**src/rtl/game_flow_ctrl.sv**
```systemverilog
// Sokoban game-flow FSM: sequences init/move/retract/stage advance with a move counter and undo budget.
// Define STEP_LIMIT_EN to add the FAIL state entered once move_count reaches MAX_MOVES on an unsolved board.
module game_flow_ctrl #(
  parameter int unsigned CELLS      = 64,
  parameter int unsigned STAGE_W    = 2,
  parameter int unsigned LAST_STAGE = 2,
  parameter int unsigned UNDO_DEPTH = 4,
  parameter int unsigned MOVE_W     = 10,
  parameter int unsigned MAX_MOVES  = 500
) (
  input  logic               clk,
  input  logic               reset_n,
  input  logic               restart,
  input  logic               click,
  input  logic               retry,
  input  logic               retract,
  input  logic               game_area,
  input  logic               move_result,
  input  logic [CELLS-1:0]   box_map,
  input  logic [CELLS-1:0]   destination,
  input  logic [STAGE_W-1:0] stage,
  output logic               state_en,
  output logic [1:0]         sel,
  output logic               stage_up,
  output logic               win,
  output logic               fail,
  output logic [MOVE_W-1:0]  move_count,
  output logic               undo_avail
);

  localparam int unsigned UNDO_W = $clog2(UNDO_DEPTH + 1);

  typedef enum logic [3:0] {
    S_RESET   = 4'd0,
    S_INIT    = 4'd1,
    S_WAIT    = 4'd2,
    S_INTERIM = 4'd3,
    S_MOVE    = 4'd4,
    S_RETRACT = 4'd5,
    S_PAUSE   = 4'd6,
    S_NEXT    = 4'd7,
`ifdef STEP_LIMIT_EN
    S_FAIL    = 4'd9,
`endif
    S_OVER    = 4'd8
  } state_t;

  state_t              r_state;
  state_t              w_next;
  logic [MOVE_W-1:0]   r_move_count;
  logic [UNDO_W-1:0]   r_undo_cnt;
  logic                w_solved;

  assign w_solved = (box_map == destination);

  always_ff @(posedge clk or negedge reset_n) begin
    if (!reset_n) r_state <= S_RESET;
    else          r_state <= w_next;
  end

  always_comb begin
    w_next = r_state;
    case (r_state)
      S_RESET: w_next = S_INIT;
      S_INIT:  w_next = S_WAIT;
      S_WAIT: begin
        // A solved board takes precedence over any click in the same cycle.
        if (w_solved)
          w_next = (stage == STAGE_W'(LAST_STAGE)) ? S_OVER : S_PAUSE;
`ifdef STEP_LIMIT_EN
        else if (r_move_count == MOVE_W'(MAX_MOVES))
          w_next = S_FAIL;
`endif
        else if (click)
          w_next = S_INTERIM;
      end
      S_INTERIM: begin
        if (retry)                       w_next = S_INIT;
        else if (retract)                w_next = (r_undo_cnt != '0) ? S_RETRACT : S_WAIT;
        else if (game_area && move_result) w_next = S_MOVE;
        else                             w_next = S_WAIT;
      end
      S_MOVE:    w_next = S_WAIT;
      S_RETRACT: w_next = S_WAIT;
      S_PAUSE:   if (click) w_next = S_NEXT;
      S_NEXT:    w_next = S_INIT;
      S_OVER:    w_next = S_OVER;
`ifdef STEP_LIMIT_EN
      S_FAIL:    if (click) w_next = S_INIT;
`endif
      default:   w_next = S_RESET;
    endcase
    if (restart) w_next = S_RESET;
  end

  // Counters clear on entry to RESET/INIT so INIT already presents a zero count.
  always_ff @(posedge clk or negedge reset_n) begin
    if (!reset_n) begin
      r_move_count <= '0;
      r_undo_cnt   <= '0;
    end else if (w_next == S_RESET || w_next == S_INIT) begin
      r_move_count <= '0;
      r_undo_cnt   <= '0;
    end else if (r_state == S_MOVE) begin
      if (r_move_count != '1)                 r_move_count <= r_move_count + 1'b1;
      if (r_undo_cnt != UNDO_W'(UNDO_DEPTH))  r_undo_cnt   <= r_undo_cnt + 1'b1;
    end else if (r_state == S_RETRACT) begin
      if (r_move_count != '0) r_move_count <= r_move_count - 1'b1;
      if (r_undo_cnt != '0)   r_undo_cnt   <= r_undo_cnt - 1'b1;
    end
  end

  always_comb begin
    state_en = 1'b0;
    sel      = 2'd0;
    stage_up = 1'b0;
    win      = 1'b0;
    fail     = 1'b0;
    case (r_state)
      S_RESET, S_INIT: state_en = 1'b1;
      S_MOVE: begin
        state_en = 1'b1;
        sel      = 2'd1;
      end
      S_RETRACT: begin
        state_en = 1'b1;
        sel      = 2'd3;
      end
      S_NEXT: stage_up = 1'b1;
      S_OVER: win      = 1'b1;
`ifdef STEP_LIMIT_EN
      S_FAIL: fail     = 1'b1;
`endif
      default: ;
    endcase
  end

  assign move_count = r_move_count;
  assign undo_avail = (r_undo_cnt != '0);

endmodule

```
**config.mk**
```make
export PLATFORM = sky130hd
export DESIGN_NAME = game_flow_ctrl
export DESIGN_NICKNAME = d
export VERILOG_FILES = /design/src/rtl/game_flow_ctrl.sv
export SDC_FILE = /design/constraint.sdc
export NUM_CORES = 1
export LEC_CHECK = 0
export BUFFER_PORTS_ARGS = -buffer_cell sky130_fd_sc_hd__buf_2
export CAP_MARGIN = 20
export CELL_PAD_IN_SITES_DETAIL_PLACEMENT = 0
export CELL_PAD_IN_SITES_GLOBAL_PLACEMENT = 1
export CORE_MARGIN = 2
export CORE_UTILIZATION = 31
export CTS_CLUSTER_SIZE = 12
export DETAILED_ROUTE_END_ITERATION = 12
export PLACE_DENSITY = 0.93
export SLEW_MARGIN = 20
export SYNTH_ARGS = -nofsm -noshare
export SYNTH_HDL_FRONTEND = slang
export SYNTH_SLANG_ARGS = --single-unit
```
**constraint.sdc**
```tcl
create_clock -name clk -period 4.8 [get_ports clk]
set_clock_uncertainty 0.2 [all_clocks]
set_input_delay 0.96 -clock clk [delete_from_list [all_inputs] [get_ports clk]]
set_output_delay 0.96 -clock clk [all_outputs]
set_load 0.01 [all_outputs]
```
## Yosys cells after proc, flatten, opt, wreduce, memory -nomap -nowiden

Index checks and enable logic that the tools add are counted.

| operators by class | value |
|---|---|
| eq/ne operators | 15 |
| reductions and logical operators | 14 |
| add/sub/neg operators | 4 |
| mux-type cells | 24 |

Operator list:

| operator | count |
|---|---|
| 64-bit equality test | 1 |
| 10-bit 2-to-1 mux | 5 |
| 3-bit 2-to-1 mux | 9 |
| 4-bit case mux with 6 select lines | 1 |
| 4-bit 2-to-1 mux | 5 |
| 4-bit by 3-bit equality test with 1-bit output (second input constant) | 4 |
| 3-bit nonzero test | 4 |
| 10-bit by 1-bit adder with 10-bit output (second input constant) | 1 |
| 10-bit inequality test (second input constant) | 1 |
| 10-bit nonzero test | 1 |
| 10-bit by 1-bit subtractor with 10-bit output (second input constant) | 1 |
| 4-bit by 1-bit equality test with 1-bit output (second input constant) | 2 |
| 4-bit by 2-bit equality test with 1-bit output (second input constant) | 2 |
| 4-bit logical NOT | 2 |
| 3-bit by 2-bit inequality test with 1-bit output (second input constant) | 2 |
| 3-bit AND reduction | 2 |
| 4-bit equality test (second input constant) | 1 |
| 2-bit case mux with 2 select lines | 1 |
| 4-bit OR reduction | 1 |
| 3-bit by 1-bit adder with 3-bit output (second input constant) | 1 |
| 1-bit 2-to-1 mux | 3 |
| 3-bit inequality test (second input constant) | 1 |
| 3-bit OR reduction | 1 |
| 3-bit by 1-bit subtractor with 3-bit output (second input constant) | 1 |
| other kinds (4) | 4 |

| word-level totals | value |
|---|---|
| register bits after elaboration | 17 |
| word-level logic and storage cells | 60 |
| input port bits | 138 |

## Longest topological paths before layout

| logic depth | value |
|---|---|
| depth after elaboration | 10 |
| gate-level depth with buffers | 12 |

## Worst setup path after synthesis

No wires, ideal clock.

| timing | value |
|---|---|
| path kind | flip-flop to flip-flop |
| start | reg r_state[1] |
| end | reg r_move_count[9], in the netlist move_count[9] |
| cell stages (with the launch flop) | 12 |
| buffers on the path | 0 |
| data arrival time | 2.361 ns |
| path slack | 2.117 ns |
| cells stage by stage | dfrtp_1 > nor2_4 > nand2_4 > clkinv_4 > nand2b_1 > ha_1 > a211oi_2 > o21ai_1 > o2111ai_1 > nand2_1 > mux2_1 > mux2i_1 |

| on the way | value |
|---|---|
| cells in the longest elaborated chain, start to end | 8 |
| elaborated cells on any way between the ends | 25 |
| those cells by class | eq/ne: 10; mux: 7; reduce/logical: 8 |

Ends and longest elaborated chain:

| what | RTL line | text |
|---|---|---|
| start, declared | 48 | `state_t r_state;` |
| start signal, assigned | 58 | `else r_state <= w_next;` |
| 4-bit by 3-bit equality test with 1-bit output (tied with other cells) | 63, 104 |  |
| 3-bit OR reduction (no line) (tied with other cells) | -- |  |
| 4-bit case mux with 6 select lines | 63 | `case (r_state)` |
| 4-bit 2-to-1 mux | 93 | `if (restart) w_next = S_RESET;` |
| 4-bit by 1-bit equality test with 1-bit output or 4-bit logical NOT (tied branches) | 101 | `end else if (w_next == S_RESET \|\| w_next == S_INIT) begin` |
| 1-bit logical OR | 101 |  |
| 3-bit by 2-bit inequality test with 1-bit output (no line) or 3-bit nonzero test (tied branches) | -- |  |
| 3-bit AND reduction (no line) | -- |  |
| end signal, assigned | 105 | `if (r_move_count != '1) r_move_count <= r_move_count + 1'b1;` |
| end signal, assigned | 108 | `if (r_move_count != '0) r_move_count <= r_move_count - 1'b1;` |
| end, declared | 50 | `logic [MOVE_W-1:0] r_move_count;` |

Parallel ways exist; a longest one is shown, timed or not.
A chain may end at the register's enable or synchronous reset.

## Worst setup path in the final report

| timing | value |
|---|---|
| start | reg r_state[3] |
| end | reg r_move_count[8], in the netlist move_count[8] |

Same word-level chain as after synthesis.

==> reports/qor.csv <==
stage;metric;value;unit
timing;finalSetupViolations;0;
synthesis;syn_nets;406;
setup_path;startpoint_type;flop;
clocking;clock_latency;0.25;ns
setup_path;critPathArrivalTime;3.03;ns
floorplanning;core_area;6870;um^2
run;cap_violations;0;
clocking;root_buffer;clkbuf_8;
setup_path;rrSetupSlack;1.74;ns
synthesis;syn_avg_cell_area;8.59;um^2
global_route;grt-ovfl-total;0;
detailed_routing;viasPerCell;4.78;
clocking;clockBufferDepth;2;
placed_design;place_area;3040;um^2
clocking;cts_resized;0;
clocking;cts.sinks;17;
clocking;cts_hold_buf;0;
synthesis;ys_ff_latch;17;
floorplanning;die_h;88.6;um
synthesis;yosysTopAreaCell;xor2_1;
clocking;cts.htree.levels;1;
global_route;antenna_found_initial;5;
setup_path;cp_slowest_cell;dfrtp_1;
timing;finalCriticalPeriod;3.06;ns
clocking;cts_tree;yes;
outcome;status;finished, final reports clean;
synthesis;ys_seq_area_share;19.2;%
detailed_routing;vias;2428;
power;p_switching;0.000157;W
power;p_leak;1.57;nW
setup_path;worstPathCellList;nor2_4 -> nand2_4 -> clkinv_4 -> nand2b_1 -> inv_1 -> fa_1 -> nor2b_1 -> o2111ai_1 -> nand3_1 -> o211ai_1 -> xor2_1 -> o31ai_2;
setup_path;required;4.76;ns
synthesis;ys_top_cells_by_count;xor2_1, dfrtp_1, nor4_1;
floorplanning;start_util;32.3;%
power;vdd_ir_drop_max;82.3;uV
detailed_routing;postRouteAntennaNets;0;
clocking;path_clk_slew;0.07;ns
timing;fin_setup_tns;0;ns
final_layout;nets;556;
global_route;first_global_vias;2555;
global_route;grt_max_degree;21;
synthesis;synth-edff-count;0;
timing;tightest_slew;0.603;ns
synthesis;async_flop_share;100;%
detailed_routing;drc;0;
timing;finalCritPeriodShare;63.8;%
placed_design;dp_hpwl;6970;um
clocking;numCtsBuffers;3;
timing;max_freq;0.327;GHz
synthesis;synthesis.instances;258;
power;p_seq_share;35.8;%
global_route;grt_use_total;20.9;%
synthesis;netlist_area;2220;um^2
final_layout;fin_area;3100;um^2
floorplanning;io_pins;155;
global_route;grt_pass1_wl;12400;um
power;swShare;34.2;%
synthesis;netlist.area_leader.share;26.1;%
detailed_routing;drtPass1Iterations;5;
timing;report.final.slew_viol_count;0;
setup_path;cp-end-kind;flop;
synthesis;yosysUniqueCellTypes;61;
floorplanning;fp.dieW;88.6;um
setup_path;crit_path_max_fanout;12;
synthesis;yosysMostFrequentCell;xor2_1;
setup_path;crit_type;reg -> reg;
worst_hold_path;hold_class;reg -> reg;
floorplanning;rows;30;
power;intPower;0.000301;W
detailed_routing;wl_per_cell;15.5;um
timing;rsz0062_at_grt;no;
detailed_routing;wirelength;7900;um
floorplanning;die-area;7840;um^2
synthesis;synthTopCellsByArea;xor2_1, dfrtp_1, nor4_1;
synthesis;synth-main-ff-cell;dfrtp_1;
synthesis;yosys_warnings;0;
power;p_clk_share;23.8;%
final_layout;fillCellCount;720;
clocking;postCtsSetupBuffers;0;
placed_design;gp_congestion;0.866;
final_layout;area_growth;39.7;%
detailed_routing;drtIter0Drc;85;
power;power.density;148;nW/um^2
final_layout;drive_above_1_share;42.8;%
power;combPwrFrac;40.4;%
placed_design;io_buffers;153;
timing;slew_headroom;59.8;%
timing;hold_viol;0;
setup_path;cpPeakStageDelay;0.58;ns
[power groups by stage]
stage,registers [W],clock network (W),logic [W]
after global placement,0.000166,0,0.000183
after CTS,0.000164,0.000112,0.000187
final,0.000164,0.000109,0.000185
after global routing,0.000166,0.000120,0.000207
after floorplan,0.000157,0,0.000107
after detailed placement,0.000166,0,0.000186
[through the flow]
| step | instances | utilization, % | setup WS [ns] | hold WS (ns) | total power (W) |
|---|---|---|---|---|---|
| floorplan | 258 | - | 2.12 | 0.358 | 0.000264 |
| global placement | 499 | 44.2 | 1.91 | 0.374 | 0.000349 |
| detailed placement | 499 | 44.2 | 1.83 | 0.375 | 0.000353 |
| CTS | 503 | 44.9 | 1.77 | 0.392 | 0.000463 |
| global route | 508 | 45.1 | 1.52 | 0.441 | 0.000493 |
| finish | 508 | 45.1 | 1.74 | 0.398 | 0.000458 |
[layer usage]
metal / GRT usage [%] / part of all wire (%)
met2: 38.8 / 52
met3: 4.29 / 6.4
met1: 23.5 / 38
met5: 0 / 0
met4: 7.30 / 3.0
[logic make-up (layout without fill, tap and decap cells)]
| family | after synthesis | after routing | share of synthesized area [%] |
|---|---|---|---|
| mux | 5 | 5 | 2.31 |
| buf+inv | 19 | 168 | 4.97 |
| other cells | 1 | 6 | 0.169 |
| flops | 17 | 17 | 19.2 |
| fa+ha+maj | 10 | 10 | 6.32 |
| compound gates | 49 | 49 | 16.7 |
| simple gates | 86 | 86 | 22.3 |
| xor+xnor | 71 | 71 | 28.0 |
[state kept, by name, indices dropped and copies added (netlist names)]
signal      count
move_count     10
r_state         4
r_undo_cnt      3
[worst paths after layout]
check                              start       endpoint  cells after the start
max                           r_state[3]  move_count[8]                     12
min                        move_count[9]  move_count[9]                      2
max reg2reg                   r_state[3]  move_count[8]                     12
min reg2reg                move_count[9]  move_count[9]                      2
max in group asynchronous        reset_n  move_count[3]                      1
min in group asynchronous        reset_n  r_undo_cnt[0]                      1
[critical path: cells and delay by family (launching register included)]
family / cells / cell delay, ns
AOI/OAI and AO/OA: 3 / 0.46
xor gates and xnor gates: 1 / 0.16
adders and majority gates: 1 / 0.42
buffers and inverters: 2 / 0.28
DFF: 1 / 0.58
and+or+nand+nor: 5 / 0.87
[area by class of cell]
cell class / instances / area, um^2 / area share [%]
multi-input combinational: 222 / 1680 / 54.3
timing repair buffer: 153 / 766 / 24.7
sequential: 17 / 425 / 13.7
tap: 96 / 120 / 3.88
inverter: 11 / 46.3 / 1.49
clock buffer: 3 / 41.3 / 1.33
antenna: 5 / 12.5 / 0.404
clock inverter: 1 / 5.00 / 0.162
[layout by cell type, fill, tap and decap left out, types with 7 or more instances in the layout]
cell | Yosys | routed
o21ai_0 | 7 | 7
a21oi_1 | 11 | 11
buf_2 | 2 | 153
ha_1 | 8 | 8
nor4_1 | 17 | 17
xor2_1 | 66 | 66
nand2_1 | 9 | 9
nor2_1 | 15 | 15
inv_1 | 10 | 10
nor3_1 | 8 | 8
dfrtp_1 | 17 | 17
(Power assumes the default switching activity.)
